$ cat config.mk
export PLATFORM = sky130hd
export DESIGN_NAME = alu_pipe
export DESIGN_NICKNAME = d
export VERILOG_FILES = /design/src/rtl/alu_pipe_pkg.sv /design/src/rtl/alu_mul_iter.sv /design/src/rtl/alu_pipe.sv
export SDC_FILE = /design/constraint.sdc
export NUM_CORES = 2
export LEC_CHECK = 0
export CELL_PAD_IN_SITES_DETAIL_PLACEMENT = 0
export CELL_PAD_IN_SITES_GLOBAL_PLACEMENT = 1
export CORE_MARGIN = 1.5
export CORE_UTILIZATION = 50
export CTS_CLUSTER_DIAMETER = 120
export DETAILED_ROUTE_END_ITERATION = 8
export DONT_BUFFER_PORTS = 1
export HOLD_SLACK_MARGIN = 0.15
export PLACE_DENSITY = 0.86
export SYNTH_ARGS = -nofsm -noshare
export SYNTH_HDL_FRONTEND = slang
export SYNTH_SLANG_ARGS = --single-unit
$ cat constraint.sdc
create_clock -name CLK -period 6.1 [get_ports CLK]
set_input_delay 0.915 -clock CLK [delete_from_list [all_inputs] [get_ports CLK]]
set_output_delay 0.915 -clock CLK [all_outputs]
set_load 0.01 [all_outputs]
$ cat src/rtl/alu_pipe_pkg.sv
// Shared names for the pipelined ALU: operation codes and controller states.
package alu_pipe_pkg;

  typedef enum logic [3:0] {
    OP_AND   = 4'd0,
    OP_OR    = 4'd1,
    OP_ADD   = 4'd2,
    OP_XOR   = 4'd3,
    OP_LSL   = 4'd4,
    OP_LSR   = 4'd5,
    OP_SUB   = 4'd6,
    OP_PASSB = 4'd7,
    OP_ASR   = 4'd8,
    OP_MUL   = 4'd9
  } alu_op_e;

  typedef enum logic [1:0] {
    ST_IDLE = 2'd0,
    ST_MUL  = 2'd1,
    ST_DONE = 2'd2
  } alu_state_e;

endpackage

$ cat src/rtl/alu_mul_iter.sv
// Iterative shift-add multiplier: one partial product per cycle, WIDTH cycles
// per operation, low WIDTH bits of the product only.
module alu_mul_iter #(
  parameter int WIDTH = 64
) (
  input  logic             CLK,
  input  logic             Reset_n,
  input  logic             start,
  input  logic [WIDTH-1:0] A,
  input  logic [WIDTH-1:0] B,
  output logic             busy,
  output logic             done,
  output logic [WIDTH-1:0] product
);

  localparam int CW = $clog2(WIDTH);

  logic             r_busy;
  logic [CW-1:0]    r_count;
  logic [WIDTH-1:0] r_a;
  logic [WIDTH-1:0] r_b;
  logic [WIDTH-1:0] r_acc;
  logic [WIDTH-1:0] w_acc_next;

  // The final iteration's sum is presented combinationally so the owner can
  // capture it on the same edge that ends the multiply.
  assign w_acc_next = r_b[0] ? (r_acc + r_a) : r_acc;
  assign done       = r_busy && (r_count == CW'(WIDTH - 1));
  assign product    = w_acc_next;
  assign busy       = r_busy;

  // Iteration control: busy flag and iteration counter
  always_ff @(posedge CLK or negedge Reset_n) begin
    if (!Reset_n) begin
      r_busy  <= 1'b0;
      r_count <= '0;
    end else if (start) begin
      r_busy  <= 1'b1;
      r_count <= '0;
    end else if (r_busy) begin
      if (done) begin
        r_busy <= 1'b0;
      end else begin
        r_count <= r_count + 1'b1;
      end
    end
  end

  // Operand latch and shift-add datapath
  always_ff @(posedge CLK) begin
    if (start) begin
      r_a   <= A;
      r_b   <= B;
      r_acc <= '0;
    end else if (r_busy) begin
      r_a   <= r_a << 1;
      r_b   <= r_b >> 1;
      r_acc <= w_acc_next;
    end
  end

endmodule

$ cat src/rtl/alu_pipe.sv
// Registered ALU with valid/ready handshakes on both sides. Single-cycle ops
// complete on the accept edge; MUL runs through the iterative multiplier.
module alu_pipe
  import alu_pipe_pkg::*;
#(
  parameter int WIDTH  = 64,
  parameter int MUL_EN = 1
) (
  input  logic             CLK,
  input  logic             Reset_n,
  input  logic             InValid,
  output logic             InReady,
  input  logic [WIDTH-1:0] BusA,
  input  logic [WIDTH-1:0] BusB,
  input  logic [3:0]       ALUCtrl,
  output logic             OutValid,
  input  logic             OutReady,
  output logic [WIDTH-1:0] BusW,
  output logic             Zero,
  output logic             Negative,
  output logic             Carry,
  output logic             Overflow,
  output logic             Busy
);

  localparam int SHW = $clog2(WIDTH);

  alu_state_e       r_state;
  alu_state_e       w_state_next;
  logic             w_accept;
  logic             w_is_mul;
  logic             w_mul_start;
  logic             w_load_alu;
  logic             w_load_mul;
  logic [WIDTH:0]   w_sum;
  logic [WIDTH:0]   w_diff;
  logic [SHW-1:0]   w_sh;
  logic [WIDTH-1:0] w_res;
  logic             w_c;
  logic             w_v;
  logic             w_mul_busy;
  logic             w_mul_done;
  logic [WIDTH-1:0] w_mul_prod;

  logic [WIDTH-1:0] r_busw;
  logic             r_zero;
  logic             r_neg;
  logic             r_carry;
  logic             r_ovf;

  assign w_is_mul    = (MUL_EN != 0) && (ALUCtrl == OP_MUL);
  assign w_mul_start = w_accept && w_is_mul;
  assign w_load_alu  = w_accept && !w_is_mul;
  assign w_load_mul  = (r_state == ST_MUL) && w_mul_done;

  // Only the low SHW bits of B form the shift amount.
  assign w_sh   = BusB[SHW-1:0];
  assign w_sum  = {1'b0, BusA} + {1'b0, BusB};
  assign w_diff = {1'b0, BusA} - {1'b0, BusB};

  generate
    if (MUL_EN != 0) begin : g_mul
      alu_mul_iter #(.WIDTH(WIDTH)) u_mul (
        .CLK     (CLK),
        .Reset_n (Reset_n),
        .start   (w_mul_start),
        .A       (BusA),
        .B       (BusB),
        .busy    (w_mul_busy),
        .done    (w_mul_done),
        .product (w_mul_prod)
      );
    end else begin : g_no_mul
      assign w_mul_busy = 1'b0;
      assign w_mul_done = 1'b0;
      assign w_mul_prod = '0;
    end
  endgenerate

  // Single-cycle op mux with carry/overflow; illegal codes and MUL give zero here
  always_comb begin
    w_res = '0;
    w_c   = 1'b0;
    w_v   = 1'b0;
    case (ALUCtrl)
      OP_AND:   w_res = BusA & BusB;
      OP_OR:    w_res = BusA | BusB;
      OP_XOR:   w_res = BusA ^ BusB;
      OP_PASSB: w_res = BusB;
      OP_LSL:   w_res = BusA << w_sh;
      OP_LSR:   w_res = BusA >> w_sh;
      OP_ASR:   w_res = $signed(BusA) >>> w_sh;
      OP_ADD: begin
        w_res = w_sum[WIDTH-1:0];
        w_c   = w_sum[WIDTH];
        w_v   = (BusA[WIDTH-1] == BusB[WIDTH-1]) && (w_sum[WIDTH-1] != BusA[WIDTH-1]);
      end
      OP_SUB: begin
        // Carry means no borrow, i.e. A >= B unsigned.
        w_res = w_diff[WIDTH-1:0];
        w_c   = !w_diff[WIDTH];
        w_v   = (BusA[WIDTH-1] != BusB[WIDTH-1]) && (w_diff[WIDTH-1] != BusA[WIDTH-1]);
      end
      default: w_res = '0;
    endcase
  end

  // Controller state register
  always_ff @(posedge CLK or negedge Reset_n) begin
    if (!Reset_n) begin
      r_state <= ST_IDLE;
    end else begin
      r_state <= w_state_next;
    end
  end

  // Next-state and input-side handshake; DONE passes consumer readiness through
  always_comb begin
    w_state_next = r_state;
    InReady      = 1'b0;
    case (r_state)
      ST_IDLE: InReady = 1'b1;
      ST_DONE: InReady = OutReady;
      default: InReady = 1'b0;
    endcase
    w_accept = InValid && InReady;
    case (r_state)
      ST_IDLE: begin
        if (w_accept) begin
          w_state_next = w_is_mul ? ST_MUL : ST_DONE;
        end
      end
      ST_MUL: begin
        if (w_mul_done) begin
          w_state_next = ST_DONE;
        end
      end
      ST_DONE: begin
        if (OutReady) begin
          if (w_accept) begin
            w_state_next = w_is_mul ? ST_MUL : ST_DONE;
          end else begin
            w_state_next = ST_IDLE;
          end
        end
      end
      default: w_state_next = ST_IDLE;
    endcase
  end

  // Result and flag registers; they hold while the consumer stalls
  always_ff @(posedge CLK or negedge Reset_n) begin
    if (!Reset_n) begin
      r_busw  <= '0;
      r_zero  <= 1'b0;
      r_neg   <= 1'b0;
      r_carry <= 1'b0;
      r_ovf   <= 1'b0;
    end else if (w_load_alu) begin
      r_busw  <= w_res;
      r_zero  <= (w_res == '0);
      r_neg   <= w_res[WIDTH-1];
      r_carry <= w_c;
      r_ovf   <= w_v;
    end else if (w_load_mul) begin
      r_busw  <= w_mul_prod;
      r_zero  <= (w_mul_prod == '0);
      r_neg   <= w_mul_prod[WIDTH-1];
      r_carry <= 1'b0;
      r_ovf   <= 1'b0;
    end
  end

  assign OutValid = (r_state == ST_DONE);
  assign Busy     = w_mul_busy;
  assign BusW     = r_busw;
  assign Zero     = r_zero;
  assign Negative = r_neg;
  assign Carry    = r_carry;
  assign Overflow = r_ovf;

endmodule
-- Word level (Yosys, flattened, before mapping)
Index checks and enable logic that the tools add are counted.
- bits in registers: 269
- bits in latches: 0
- output and inout port bits: 71
- memory bits (writable): 0
- memories: 0
- ROM bits: 0
- equal/unequal tests: 20
- bitwise gates (word level): 3
- divide/modulo/power cells: 0
- reduce and logical (&&, ||, !) cells: 17
- magnitude comparators: 0
- muxes and demuxes: 30
- shift-type cells: 3
- $add $sub $neg: 4
- multipliers: 0
- operator list (kind ; count):
    $pmux 64 s9 ; 1
    $mux 64 ; 7
    $logic_not 64->1 ; 2
    $add 64x64->65 ; 1
    $sub 64x64->65 ; 1
    $add 64x64->64 ; 1
    $and 64x64->64 ; 1
    $or 64x64->64 ; 1
    $shl 64x6->64 ; 1
    $shr 64x6->64 ; 1
    $sshr 64x6->64 ; 1
    $xor 64x64->64 ; 1
    $mux 6 ; 3
    $eq 4x3->1 const B ; 4
    $mux 1 ; 10
    $mux 2 ; 5
    $eq 4x2->1 const B ; 2
    $eq 4x4->1 const B ; 2
    $logic_and 1x1->1 ; 7
    $add 6x1->6 const B ; 1
    $eq 6x6->1 const B ; 1
    $pmux 1 s2 ; 3
    $pmux 2 s3 ; 1
    $eq 4x1->1 const B ; 1
    other kinds (12) ; 18

-- Longest topological paths before layout
- depth in word-level cells: 6
- depth in mapped cells: 22
- gate-level depth less buffers: 18

-- Cells and area by module
From an unflattened synthesis, not the netlist that was laid out.
- cells, all modules: 4699
- area total of the unflattened synthesis: 37593.6 µm²
- by module, submodules not included (module ; times used ; area each (µm²) ; seq. area each (µm²) ; cells each):
    alu_pipe ; 1 ; 25092.8 ; 1726.7 ; 3513
    alu_mul_iter ; 1 ; 12500.7 ; 5300.1 ; 1186

-- Least setup slack after synthesis
Ideal clock, no wire load.
- kind: input -> register
- start point: in BusB[2]
- end point: reg r_zero (netlist: Zero)
- buffers on the path: 5
- library setup time: 95 ps
- slack: 113 ps
- stages: 21
- data required time: 6005 ps
- arrival time: 5892 ps
- cells stage by stage: buf_2 inv_2 buf_1 buf_1 clkbuf_1 buf_1 ha_1 nand2b_1 o311ai_1 a21bo_2 o211ai_4 o21ai_2 a2111oi_4 nor2_1 or3_1 a221o_1 a21o_1 or4_4 nor4_2 a32oi_1 o31ai_1
- cells in the longest elaborated chain, start to end: 4
- elaborated cells between the ends (all ways): 11
- RTL lines (what ; RTL line ; RTL):
    from (decl) ; alu_pipe.sv:14 ; input logic [WIDTH-1:0] BusB,
    $sub 64x64->65, or another cell as far along ; alu_pipe.sv:59 ; assign w_diff = {1'b0, BusA} - {1'b0, BusB};
    $pmux 64 s9 (*) ; alu_pipe.sv:85 ; case (ALUCtrl)
    $logic_not 64->1 (*) ; alu_pipe.sv:161 ; r_zero <= (w_res == '0);
    $mux 1 (*) ; alu_pipe.sv:159 ; end else if (w_load_alu) begin
    to (signal assigned) ; alu_pipe.sv:161 ;
    to (signal assigned) ; alu_pipe.sv:167 ; r_zero <= (w_mul_prod == '0);
    to (decl) ; alu_pipe.sv:46 ; logic r_zero;
Every way passes the cells marked *; elsewhere a longest branch is shown, timed or not.
A chain may end at the register's enable or synchronous reset.

-- Worst setup path in the final report
- start point: in BusB[1]
- end point: reg r_zero (netlist: Zero)
Same word-level chain as after synthesis.

==> impl_summary.log <==
[metrics] Synth Area in XOR/XNOR: 1.95%
[metrics] start of the worst register-to-register path: g_mul.u_mul.r_a[15]
[metrics] Worst EP arrival: 6620 ps
[metrics] TritonCTS Buffers: 35
[metrics] type of the tightest min-delay check: primary input to asynchronous set/reset pin
[metrics] final layout net count: 5060
[metrics] worst relative slew slack: 3.98%
[metrics] clock-pin slew of the registers on the worst-case setup and hold paths: 60 ps
[metrics] utilization of the core after routing: 53.9%
[metrics] post-synth top area share: 10.5%
[metrics] weighted congestion reported at the end of routability-driven placement: 1.19
[metrics] Final Skew: 63.5 ps
[metrics] maximum number of buffers from clock root to sink: 3
[metrics] number of storage elements in the synthesis netlist: 268
[metrics] Syn Nets: 5193
[metrics] clock network fraction of design power: 13.8%
[metrics] dominant cells by area after synthesis: sky130_fd_sc_hd__edfxtp_1, sky130_fd_sc_hd__ha_1, sky130_fd_sc_hd__mux4_2
[metrics] routed length per placed instance: 35.8 µm
[metrics] share of synthesized flip-flops with an asynchronous set or reset: 28.4%
[metrics] CTS hold repair buffers: 1
[metrics] TritonCTS clock tree: done
[metrics] simple logic cell fraction of the synthesized area: 20.0%
[metrics] VDD IR-drop max: 0.687 mV
[metrics] number of DRC markers after the initial detailed-route iteration: 7331
[metrics] combinational family with the most area after synthesis: compound AO/OA/AOI/OAI gates
[metrics] slew of the pin with the lowest slew margin: 1440 ps
[metrics] share of cells above drive strength 1: 10.1%
[metrics] setup violators final: 1
[metrics] depth of the most critical reg-to-reg path: 15
[metrics] setup slack of the worst register-to-register path: 700 ps
[metrics] number of warnings printed during yosys synthesis: 0
[metrics] via count normalized by instance count: 7.53
[metrics] switching component of the power: 7690 µW
[metrics] pin count of the biggest net entering global routing: 167
[metrics] Final Hold Viols: 0
[metrics] required time of the critical path: 6590 ps
[metrics] fraction of synthesized area in multiplexers: 13.2%
[metrics] destination of the critical timing path: Zero
[metrics] number of max-cap violations: 0
[metrics] H-tree lvl count: 2
[metrics] Gates resized, CTS repair: 0
[metrics] height of the die: 274 µm
[metrics] type of element capturing the critical path: flip-flop
[metrics] violations in the final reports: DRC, setup timing
[metrics] Fill cells: 7090
[metrics] Max Transition Viols Final: 0
[metrics] compound-gate portion of the synthesized area: 30.1%
[metrics] Sequential Power Share: 24.8%
[metrics] cell internal power dissipation: 7440 µW
[metrics] routed via count: 42500
[metrics] CP Launch Type: primary input
[metrics] cell type with the largest total area after synthesis: sky130_fd_sc_hd__edfxtp_1
[metrics] number of antenna violations at the first check in global routing: 27
[metrics] Root Buffer Master: sky130_fd_sc_hd__clkbuf_16
[metrics] DP Area: 38100 µm²
[metrics] wire length of the first global-routing pass: 281000 µm
[metrics] Mapped Area: 36800 µm²
[metrics] Clock Latency Late Sink: 630 ps
[metrics] post-detailed-routing wire length: 202000 µm
[metrics] RSZ-0062 raised after global routing: false
[metrics] Max FO, Critical Path: 120
[metrics] number of core rows: 99
[metrics] initial core utilization: 50.5%
[metrics] final critical delay including setup and external delays: 6130 ps
[metrics] Setup Fix Bufs, Post-CTS: 0
[metrics] Setup Total Neg Slack: -28.4 ps
[metrics] Non-Filler Cell Area, Final: 39300 µm²
[metrics] number of optimization iterations in the first detailed-route pass: 9
[metrics] combinational share of power: 61.4%
[metrics] Overflow after GRT: 0
[metrics] half-perimeter wire length of the detailed placement result: 156000 µm
[metrics] antenna-violating nets left: 0
[metrics] sequential cell area fraction in the yosys report: 19.1%
[metrics] die width: 274 µm
[metrics] Worst Slack Setup Final: -28.4 ps
[metrics] Mean Syn Cell Area: 7.69 µm²
[metrics] Overall Global Routing Usage: 51.7%
[metrics] area of the core region: 72800 µm²
[metrics] ratio of total power to cell area: 385 nW/µm²
[metrics] number of global-route vias before repair: 37900
[metrics] number of port buffers: 0
[metrics] EDFF count, synth: 128
[metrics] cell count after synthesis: 4782
[metrics] maximum operating frequency: 163 MHz
[metrics] type of the worst setup path: primary input to flip-flop
[metrics] outcome: finished with violations
[metrics] number of top-level pins: 207
[metrics] Post-route DRC: 11
[metrics] critical path startpoint: BusB[1]
[metrics] Sinks on Clock Net: 268
[metrics] signed area change from the synthesized netlist to the final layout: 6.87%
[metrics] Tot Pwr: 15100 µW
[metrics] final cycle utilization of the critical path: 100%
[metrics] Post-Synth Adder-Cell Area: 9.42%
[metrics] Worst Hold Slack: 189 ps
[metrics] Worst R2R End: BusW[63]
[metrics] Cell variety after synth: 104
[metrics] die outline area: 75200 µm²
[metrics] reported leakage power: 0.0160 µW
[metrics] top_reg_cell synth: sky130_fd_sc_hd__edfxtp_1
[metrics] switching part of the total power: 50.8%
## per-layer routing
metal,vias to the layer above,GRT usage [%],share of wire [%]
met5,-,6.48,0.34
met4,32,28.4,7.0
met3,786,26.6,17
met2,3533,70.3,39
met1,20400,64.8,37
li1,17800,-,-
## cell type report
type	count	area, µm²	area share, %
inverters	224	845	2.15
well taps	959	1200	3.05
clock buffers	48	976	2.48
clock inverters	16	133	0.338
repair buffers	182	1490	3.78
diodes	14	35.0	0.0892
multi-input cells	3938	27600	70.2
flip-flops and latches	268	7030	17.9
## layout by cell type, fill, tap and decap left out, types with 22 or more instances in the layout
master,count
sky130_fd_sc_hd__a211oi_1,117
sky130_fd_sc_hd__a21o_1,71
sky130_fd_sc_hd__a21oi_1,358
sky130_fd_sc_hd__a221o_1,33
sky130_fd_sc_hd__a221oi_1,41
sky130_fd_sc_hd__a22oi_1,49
sky130_fd_sc_hd__a31oi_1,43
sky130_fd_sc_hd__and2_1,35
sky130_fd_sc_hd__and3_1,36
sky130_fd_sc_hd__buf_4,173
sky130_fd_sc_hd__clkbuf_16,36
sky130_fd_sc_hd__dfrtp_1,75
sky130_fd_sc_hd__dfxtp_1,64
sky130_fd_sc_hd__edfxtp_1,128
sky130_fd_sc_hd__ha_1,272
sky130_fd_sc_hd__inv_1,210
sky130_fd_sc_hd__mux2_2,36
sky130_fd_sc_hd__mux2i_1,170
sky130_fd_sc_hd__mux4_2,112
sky130_fd_sc_hd__nand2_1,587
sky130_fd_sc_hd__nand2b_1,30
sky130_fd_sc_hd__nand3_1,89
sky130_fd_sc_hd__nand4_1,73
sky130_fd_sc_hd__nor2_1,395
sky130_fd_sc_hd__nor2b_1,47
sky130_fd_sc_hd__nor3_1,105
sky130_fd_sc_hd__nor4_1,42
sky130_fd_sc_hd__o211ai_1,87
sky130_fd_sc_hd__o21a_1,43
sky130_fd_sc_hd__o21ai_0,348
sky130_fd_sc_hd__o21ai_1,41
sky130_fd_sc_hd__o21bai_1,49
sky130_fd_sc_hd__o221ai_1,54
sky130_fd_sc_hd__o22ai_1,56
sky130_fd_sc_hd__o31ai_1,35
sky130_fd_sc_hd__or2_2,22
sky130_fd_sc_hd__or3_1,24
sky130_fd_sc_hd__xnor2_1,58
sky130_fd_sc_hd__xor2_1,24
## cell families (layout without fill, tap and decap cells)
family                     Yosys count  in the layout
AOI/OAI and AO/OA                 1660           1660
and+or+nand+nor                   1582           1582
buffers and inverters              576            470
muxes                              339            339
adders and majority gates          275            275
DFF                                268            268
xor gates and xnor gates            82             82
other                                0             14
## sequential cells by signal (all words and copies together), names as in the netlist, 2 cells and up
name	flops
g_mul.u_mul.r_b	64
g_mul.u_mul.r_count	6
BusW	64
g_mul.u_mul.r_a	64
g_mul.u_mul.r_acc	64
r_state	2
## power groups by stage
stage                     registers, µW  logic [µW]  clock network (µW)
final                              3750        9300                2090
after global routing               3810        9930                2150
after CTS                          3690        8940                2090
after detailed placement           3710        8880                   0
after global placement             3690        8830                   0
after floorplan                    3390        6460                   0
## critical path, stage by stage
cell	delay, ps
sky130_fd_sc_hd__nor2b_1	870
sky130_fd_sc_hd__a221oi_1	470
sky130_fd_sc_hd__o21ai_1	350
sky130_fd_sc_hd__a2bb2oi_1	870
sky130_fd_sc_hd__o2111a_1	410
sky130_fd_sc_hd__nand4_1	130
sky130_fd_sc_hd__nor3_1	420
sky130_fd_sc_hd__nand4_1	310
sky130_fd_sc_hd__nor4_1	570
sky130_fd_sc_hd__buf_4	200
sky130_fd_sc_hd__nand4_1	130
sky130_fd_sc_hd__nor4_2	420
sky130_fd_sc_hd__buf_4	190
sky130_fd_sc_hd__a32oi_1	140
sky130_fd_sc_hd__o31ai_1	100
## synth_stat cells (all sizes together) (107+ instances only)
cell and n:
a211oi 118, mux2i 170, clkbuf 274, nor2 399
mux4 112, inv 220, edfxtp 128, o21ai 390
a21oi 358, nand2 590, ha 272, nor3 107
## stage by stage
| stage | std cells | worst slack (ps) |
|---|---|---|
| after floorplan | 4782 | 113 |
| after global placement | 5569 | 70.1 |
| after detailed placement | 5569 | 17.8 |
| after CTS | 5634 | 612 |
| after global routing | 5638 | 124 |
| final | 5649 | -28.4 |
## how the worst min path moves through the flow
| stage | from | end | slack, ps |
|---|---|---|---|
| after global placement | g_mul.u_mul.r_acc[26] | g_mul.u_mul.r_acc[26] | 490 |
| after floorplan | g_mul.u_mul.r_acc[14] | g_mul.u_mul.r_acc[14] | 470 |
| after global routing | Reset_n | BusW[17] | 240 |
| after detailed placement | g_mul.u_mul.r_acc[3] | g_mul.u_mul.r_acc[3] | 500 |
| after CTS | Reset_n | BusW[24] | 210 |
| final | Reset_n | BusW[17] | 190 |
Power figures use the tool's default switching activity.
